===== src/rtl/cpu_if.sv =====
`default_nettype none
// ============================================================================
//  Module      : cpu_if
//  Description : Shared instruction/data memory port between the cpu core and
//                its memory.
//  Revision    : 1.0
// ============================================================================
interface cpu_if #(
    parameter int DATA_W = 16,
    parameter int ADDR_W = 16
);
    logic              memory_ready;
    logic [DATA_W-1:0] in_data;
    logic              error;
    logic              memory_w;
    logic [ADDR_W-1:0] addr;
    logic [DATA_W-1:0] out_data;

    modport master (
        input  memory_ready,
        input  in_data,
        output error,
        output memory_w,
        output addr,
        output out_data
    );

    modport slave (
        output memory_ready,
        output in_data,
        input  error,
        input  memory_w,
        input  addr,
        input  out_data
    );
endinterface
`default_nettype wire


===== src/rtl/cpu.sv =====
`default_nettype none
// ============================================================================
//  Module      : cpu
//  Description : 16-bit stack processor with one shared instruction/data port.
//  Revision    : 1.0
// ============================================================================
module cpu #(
    parameter int DATA_W      = 16,
    parameter int ADDR_W      = 16,
    parameter int STACK_DEPTH = 16,
    parameter int RESET_PC    = 0
) (
    input  wire logic clk,
    input  wire logic rst,
    cpu_if.master     bus
);
    localparam int SP_W  = $clog2(STACK_DEPTH + 1);
    localparam int IDX_W = $clog2(STACK_DEPTH);

    typedef enum logic [2:0] {
        S_FETCH  = 3'd0,
        S_EXEC   = 3'd1,
        S_MEM_RD = 3'd2,
        S_MEM_WR = 3'd3,
        S_HALT   = 3'd4,
        S_ERROR  = 3'd5
    } state_t;

    state_t            state_q, state_d;
    logic [ADDR_W-1:0] pc_q, pc_d;
    logic [DATA_W-1:0] ir_q, ir_d;
    logic [SP_W-1:0]   sp_q, sp_d;
    logic [ADDR_W-1:0] addr_q, addr_d;
    logic              mem_w_q, mem_w_d;
    logic [DATA_W-1:0] wdata_q, wdata_d;
    logic              error_q, error_d;
    logic [DATA_W-1:0] stack_q [STACK_DEPTH];

    logic              we_a, we_b;
    logic [IDX_W-1:0]  idx_a, idx_b;
    logic [DATA_W-1:0] dat_a, dat_b;
    logic              w_fault;
    logic [DATA_W-1:0] w_alu;

    wire logic [7:0]        w_opcode = ir_q[15:8];
    wire logic [DATA_W-1:0] w_imm    = DATA_W'(ir_q[7:0]);
    wire logic [IDX_W-1:0]  w_sp_idx = sp_q[IDX_W-1:0];
    wire logic [IDX_W-1:0]  w_t_idx  = w_sp_idx - IDX_W'(1);
    wire logic [IDX_W-1:0]  w_n_idx  = w_sp_idx - IDX_W'(2);
    wire logic [DATA_W-1:0] w_t      = stack_q[w_t_idx];
    wire logic [DATA_W-1:0] w_n      = stack_q[w_n_idx];
    wire logic              w_empty  = (sp_q == '0);
    wire logic              w_has2   = (sp_q >= SP_W'(2));
    wire logic              w_full   = (sp_q == SP_W'(STACK_DEPTH));

    always_comb begin
        w_alu = '0;
        case (w_opcode)
            8'h10:   w_alu = w_n + w_t;
            8'h11:   w_alu = w_n - w_t;
            8'h12:   w_alu = w_n & w_t;
            8'h13:   w_alu = w_n | w_t;
            8'h14:   w_alu = w_n ^ w_t;
            default: w_alu = '0;
        endcase
    end

    always_comb begin
        state_d = state_q;
        pc_d    = pc_q;
        ir_d    = ir_q;
        sp_d    = sp_q;
        addr_d  = addr_q;
        mem_w_d = mem_w_q;
        wdata_d = wdata_q;
        error_d = error_q;
        we_a    = 1'b0;
        idx_a   = w_sp_idx;
        dat_a   = w_imm;
        we_b    = 1'b0;
        idx_b   = w_n_idx;
        dat_b   = w_t;
        w_fault = 1'b0;

        case (state_q)
            S_FETCH: begin
                if (bus.memory_ready) begin
                    ir_d    = bus.in_data;
                    pc_d    = pc_q + ADDR_W'(1);
                    state_d = S_EXEC;
                end
            end
            S_EXEC: begin
                state_d = S_FETCH;
                case (w_opcode)
                    8'h00: ;
                    8'h01: begin
                        w_fault = w_full;
                        we_a    = 1'b1;
                        sp_d    = sp_q + SP_W'(1);
                    end
                    8'h02: begin
                        w_fault = w_empty;
                        we_a    = 1'b1;
                        idx_a   = w_t_idx;
                        dat_a   = {ir_q[7:0], w_t[7:0]};
                    end
                    8'h03: begin
                        w_fault = w_empty;
                        sp_d    = sp_q - SP_W'(1);
                    end
                    8'h04: begin
                        w_fault = w_empty || w_full;
                        we_a    = 1'b1;
                        dat_a   = w_t;
                        sp_d    = sp_q + SP_W'(1);
                    end
                    8'h05: begin
                        w_fault = !w_has2;
                        we_a    = 1'b1;
                        idx_a   = w_t_idx;
                        dat_a   = w_n;
                        we_b    = 1'b1;
                    end
                    8'h10, 8'h11, 8'h12, 8'h13, 8'h14: begin
                        w_fault = !w_has2;
                        we_a    = 1'b1;
                        idx_a   = w_n_idx;
                        dat_a   = w_alu;
                        sp_d    = sp_q - SP_W'(1);
                    end
                    8'h15: begin
                        w_fault = w_empty;
                        we_a    = 1'b1;
                        idx_a   = w_t_idx;
                        dat_a   = ~w_t;
                    end
                    8'h20: begin
                        w_fault = w_empty;
                        sp_d    = sp_q - SP_W'(1);
                        addr_d  = ADDR_W'(w_t);
                        state_d = S_MEM_RD;
                    end
                    8'h21: begin
                        w_fault = !w_has2;
                        sp_d    = sp_q - SP_W'(2);
                        addr_d  = ADDR_W'(w_t);
                        wdata_d = w_n;
                        mem_w_d = 1'b1;
                        state_d = S_MEM_WR;
                    end
                    8'h30: begin
                        w_fault = w_empty;
                        sp_d    = sp_q - SP_W'(1);
                        pc_d    = ADDR_W'(w_t);
                    end
                    8'h31: begin
                        w_fault = !w_has2;
                        sp_d    = sp_q - SP_W'(2);
                        if (w_n == '0) pc_d = ADDR_W'(w_t);
                    end
                    8'hFF:   state_d = S_HALT;
                    default: w_fault = 1'b1;
                endcase

                // A faulting instruction must leave stack, PC and bus untouched.
                if (w_fault) begin
                    state_d = S_ERROR;
                    error_d = 1'b1;
                    mem_w_d = 1'b0;
                    we_a    = 1'b0;
                    we_b    = 1'b0;
                    sp_d    = sp_q;
                    pc_d    = pc_q;
                    addr_d  = addr_q;
                    wdata_d = wdata_q;
                end else if (state_d == S_FETCH) begin
                    addr_d = pc_d;
                end
            end
            S_MEM_RD: begin
                if (bus.memory_ready) begin
                    we_a    = 1'b1;
                    dat_a   = bus.in_data;
                    sp_d    = sp_q + SP_W'(1);
                    addr_d  = pc_q;
                    state_d = S_FETCH;
                end
            end
            S_MEM_WR: begin
                if (bus.memory_ready) begin
                    mem_w_d = 1'b0;
                    addr_d  = pc_q;
                    state_d = S_FETCH;
                end
            end
            S_HALT: begin
                mem_w_d = 1'b0;
            end
            S_ERROR: begin
                mem_w_d = 1'b0;
                error_d = 1'b1;
            end
            default: begin
                state_d = S_ERROR;
                error_d = 1'b1;
                mem_w_d = 1'b0;
            end
        endcase
    end

    always_ff @(posedge clk or posedge rst) begin
        if (rst) begin
            state_q <= S_FETCH;
            pc_q    <= ADDR_W'(RESET_PC);
            ir_q    <= '0;
            sp_q    <= '0;
            addr_q  <= ADDR_W'(RESET_PC);
            mem_w_q <= 1'b0;
            wdata_q <= '0;
            error_q <= 1'b0;
        end else begin
            state_q <= state_d;
            pc_q    <= pc_d;
            ir_q    <= ir_d;
            sp_q    <= sp_d;
            addr_q  <= addr_d;
            mem_w_q <= mem_w_d;
            wdata_q <= wdata_d;
            error_q <= error_d;
        end
    end

    // Stack storage needs no reset; SP alone defines which entries are valid.
    always_ff @(posedge clk) begin
        if (we_a) stack_q[idx_a] <= dat_a;
        if (we_b) stack_q[idx_b] <= dat_b;
    end

    assign bus.addr     = addr_q;
    assign bus.memory_w = mem_w_q;
    assign bus.out_data = wdata_q;
    assign bus.error    = error_q;
endmodule
`default_nettype wire


===== src/flat_wrapper.sv =====
// flat-port wrapper written by rule: the top's interface ports become plain ports
module cpu_flat 
#(
    parameter int DATA_W      = 16,
    parameter int ADDR_W      = 16,
    parameter int STACK_DEPTH = 16,
    parameter int RESET_PC    = 0
)
  (clk, rst, bus_memory_ready, bus_in_data, bus_error, bus_memory_w, bus_addr, bus_out_data);
  cpu_if #(.DATA_W(DATA_W), .ADDR_W(ADDR_W)) bus_i ();
  input  wire logic clk;
  input  wire logic rst;
  input wire logic [$bits(bus_i.memory_ready)-1:0] bus_memory_ready;
  input wire logic [$bits(bus_i.in_data)-1:0] bus_in_data;
  output wire logic [$bits(bus_i.error)-1:0] bus_error;
  output wire logic [$bits(bus_i.memory_w)-1:0] bus_memory_w;
  output wire logic [$bits(bus_i.addr)-1:0] bus_addr;
  output wire logic [$bits(bus_i.out_data)-1:0] bus_out_data;
  assign bus_i.memory_ready = bus_memory_ready;
  assign bus_i.in_data = bus_in_data;
  assign bus_error = bus_i.error;
  assign bus_memory_w = bus_i.memory_w;
  assign bus_addr = bus_i.addr;
  assign bus_out_data = bus_i.out_data;
  cpu #(.DATA_W(DATA_W), .ADDR_W(ADDR_W), .STACK_DEPTH(STACK_DEPTH), .RESET_PC(RESET_PC)) u_core (.clk(clk), .rst(rst), .bus(bus_i));
endmodule

===== config.mk =====
export PLATFORM = sky130hd
export DESIGN_NAME = cpu_flat
export DESIGN_NICKNAME = d
export VERILOG_FILES = /design/src/rtl/cpu_if.sv /design/src/rtl/cpu.sv /design/src/flat_wrapper.sv
export SDC_FILE = /design/constraint.sdc
export NUM_CORES = 1
export LEC_CHECK = 0
export BUFFER_PORTS_ARGS = -buffer_cell sky130_fd_sc_hd__buf_4
export CORE_ASPECT_RATIO = 0.7
export CORE_MARGIN = 4
export CORE_UTILIZATION = 60
export DETAILED_ROUTE_END_ITERATION = 8
export PLACE_DENSITY = 0.79
export SKIP_LAST_GASP = 1
export SLEW_MARGIN = 20
export SYNTH_ARGS = -nofsm -noshare
export SYNTH_HDL_FRONTEND = slang
export SYNTH_SLANG_ARGS = --single-unit

===== constraint.sdc =====
create_clock -name clk -period 18.6 [get_ports clk]
set_input_delay 4.65 -clock clk [delete_from_list [all_inputs] [get_ports clk]]
set_output_delay 4.65 -clock clk [all_outputs]
set_load 0.02 [all_outputs]

==> run metrics <==
Post-Route WL=roughly 73,000 µm; Final Slew Violations=0; die area=a little under 0.04 mm²; CP startpoint kind=flop; Data required, critical path=between 15,000 and 20,000 ps; Routed Antenna Nets=0; wire per inst=approximately 29 µm; Ant. Diodes=0; R2R depth=22; Hold Crit Class=reg -> reg; total grt overflow=0; Vias/cell=roughly 7.2; Register Area=~0.0095 mm²; FF-to-FF End=u_core.stack_q[1][15]$_DFFE_PP_; IO Pins=53; CP Capture Type=flop; post-synthesis adder-cell area fraction=roughly 3.6%; hpwl dp=between 40,000 and 50,000 µm; area occupied by multi-input gates=0.01120 mm²; residual DRC count=0; Yosys top cell by area=edfxtp_1; H-tree Lvls=2; post-route clock period utilization=about 45%; die width=~240 µm; CTS max path bufs=3; outcome=finished, final reports clean; Worst Hold Depth=1; RR Startpoint=u_core.sp_q[1]$_DFFE_PP0P_; share of layout cells above drive strength 1=18.78%; mux share of post-synthesis cell area=between 10% and 20%; GP Congestion=roughly 0.97; synth cell count leaders=nor2_1, a21oi_1, edfxtp_1; CP Class=reg -> reg; ys flop type=edfxtp_1; Mean Syn Cell Area=10.49 µm²; Syn Nets=between 2,000 and 2,500; post-cts sizing count=0; worst-path maximum fanout=~40; Fillers=~2,700; Final setup viols=0; root buf cell=clkbuf_16; nets=2,106; Post-Synth Simple-Gate Area=about an eighth; Synth Area in Compound Gates=15.77%; cell with the most instances after synthesis=nor2_1; hold buffer count at cts=0; Synth top area share=between 30% and 40%; DRT iter0 DRCs=approximately 3,600; clk_lat worst skew=approximately 550 ps; HP Start=u_core.bus.error$_DFFE_PP0P_; CTS Buf Count=34; initial antenna violation count=2; total track usage=36.52%; hold path endpoint=u_core.bus.error$_DFFE_PP0P_; PortBufs=between 50 and 60; final hold vios=0; largest family of logic cells by synthesized area=multiplexers; Worst-path clk slew=approximately 60 ps; Worst-Margin Slew=roughly 1200 ps; relative slew slack=18.42%; slack of the worst reg-to-reg path=10,280 ps; CTS tree=yes; synthesized area=around 0.022 mm²; EDFF count, synth=256; vias in the first global route=17,290; post-synthesis cell type count=86; max-cap check violation count=0; ys async rst share=roughly 22%; Synth Area in XOR/XNOR=under 10%; Cell Rows=between 50 and 60; # clock sinks=330; final period demand of the worst path=8318 ps; top cells by area, synth=edfxtp_1, mux4_2, dfrtp_1; Die Height=between 150 and 200 µm; Critical Path AT=8670 ps; RSZ-0062 raised after global routing=false; largest net degree at the start of global routing=between 60 and 70; global-route wire length before repair=109,300 µm; flip-flop and latch count after synthesis=between 300 and 400; core area=between 0.03 and 0.04 mm²; Fmax=between 0.1 and 0.15 GHz; number of setup buffers added after CTS=0; drt pass-1 iters=7; Vias=18,270; Initial Util=about three fifths; Area growth syn-to-layout=7.902%; Post-Route Setup TNS=0 ps; Worst Skew=18.07 ps; warnings from Yosys=0; post-synthesis sequential area ratio=roughly 44%; Mapped Cells=roughly 2,100
## critical path, stage by stage (launching register included)
cell and delay (ps):
dfrtp_4 740, inv_1 270, ha_4 580, buf_4 740, mux4_2 580, mux2_1 350, nor2_1 100, a21oi_1 50
buf_4 220, inv_1 220, ha_1 290, nand2_1 100, nor4b_1 660, a21oi_1 180, xnor2_1 170, ha_1 340
inv_1 140, nor2_1 60, o41ai_1 480, a21oi_1 170, or4_1 490, a221o_1 750, a22oi_1 350
## state kept, by name, indices dropped and copies added, names as in the netlist
signal and count:
u_core.bus.error 1, u_core.ir_q 16, u_core.pc_q 16, u_core.stack_q 256, u_core.state_q 3, u_core.bus.out_data 16
u_core.sp_q 5, u_core.bus.addr 16, u_core.bus.memory_w 1
## logic make-up (layout without fill, tap and decap cells)
| group | Yosys count | in the layout |
|---|---|---|
| simple gates | 663 | 663 |
| compound gates | 559 | 559 |
| flops | 330 | 330 |
| buf+inv | 231 | 218 |
| mux | 188 | 188 |
| fa+ha+maj | 62 | 62 |
| xor+xnor | 30 | 30 |
## layout by cell type, fill, tap and decap left out, types with 8 or more instances in the layout
cell type	synthesis	layout
inv_1	44	43
a21o_1	8	8
ha_1	61	60
a221o_1	10	10
mux4_2	144	144
or3_1	11	11
a221oi_1	15	15
nand2_1	167	167
a22oi_1	19	19
nand4_1	10	10
clkbuf_16	0	35
xnor2_1	22	22
nor3_1	15	13
mux2i_1	34	34
dfrtp_1	74	72
o21ai_2	1	21
clkinv_2	0	9
nor2_1	356	356
a21oi_1	298	296
a31oi_1	17	16
a22oi_2	10	10
and3_1	8	8
o22ai_1	9	9
edfxtp_1	256	256
nor4_1	9	9
o21a_1	8	8
o211ai_1	11	11
buf_4	12	110
mux2_2	9	9
o21ai_0	80	62
and2_1	17	17
nand3_1	19	19
a211oi_1	16	16
a211oi_2	9	9
## cell type report
class	count	area share, %
flip-flops and latches	330	40.87
clock inverters	17	0.3750
repair buffers	110	3.536
well taps	472	2.529
clock buffers	44	3.980
multi-input cells	1502	47.95
inverters	47	0.7553
## per-layer routing
| layer | vias to the layer above | global-route usage [%] | wire length [µm] |
|---|---|---|---|
| met5 | - | 0 | 13 |
| met4 | 2 | 14.07 | 3443 |
| met3 | 267 | 14.10 | 12800 |
| met2 | 1655 | 51.91 | 30370 |
| met1 | 8707 | 51.21 | 26200 |
| li1 | 7637 | - | - |
## how the worst max path moves through the flow
stage,slack [ps],cells after the start,startpoint,endpoint
after floorplan,11350,6,bus_memory_ready,u_core.stack_q[12][0]$_DFFE_PP_
after global placement,10620,22,u_core.sp_q[1]$_DFFE_PP0P_,u_core.stack_q[3][15]$_DFFE_PP_
after detailed placement,10560,22,u_core.sp_q[1]$_DFFE_PP0P_,u_core.stack_q[14][15]$_DFFE_PP_
after CTS,10530,22,u_core.sp_q[1]$_DFFE_PP0P_,u_core.stack_q[1][15]$_DFFE_PP_
after global routing,9780,22,u_core.sp_q[1]$_DFFE_PP0P_,u_core.stack_q[14][15]$_DFFE_PP_
final,10280,22,u_core.sp_q[1]$_DFFE_PP0P_,u_core.stack_q[1][15]$_DFFE_PP_
## per-stage QoR
step | instance area, µm² | hold slack, ps | setup WS [ps] | instances | util (%)
after global placement | 22320 | 454.6 | 10620 | 2459 | 63.47
final | 23360 | 470.8 | 10280 | 2522 | 66.43
after detailed placement | 22330 | 455.1 | 10560 | 2461 | 63.52
after floorplan | 21650 | 462.8 | 11350 | 2063 | -
after global routing | 23360 | 513.9 | 9777 | 2522 | 66.43
after CTS | 23350 | 473.4 | 10530 | 2522 | 66.41
Power is left out: the tool's default activity adds up to more than one toggle a clock period on the data nets, which glitch-free logic cannot reach.
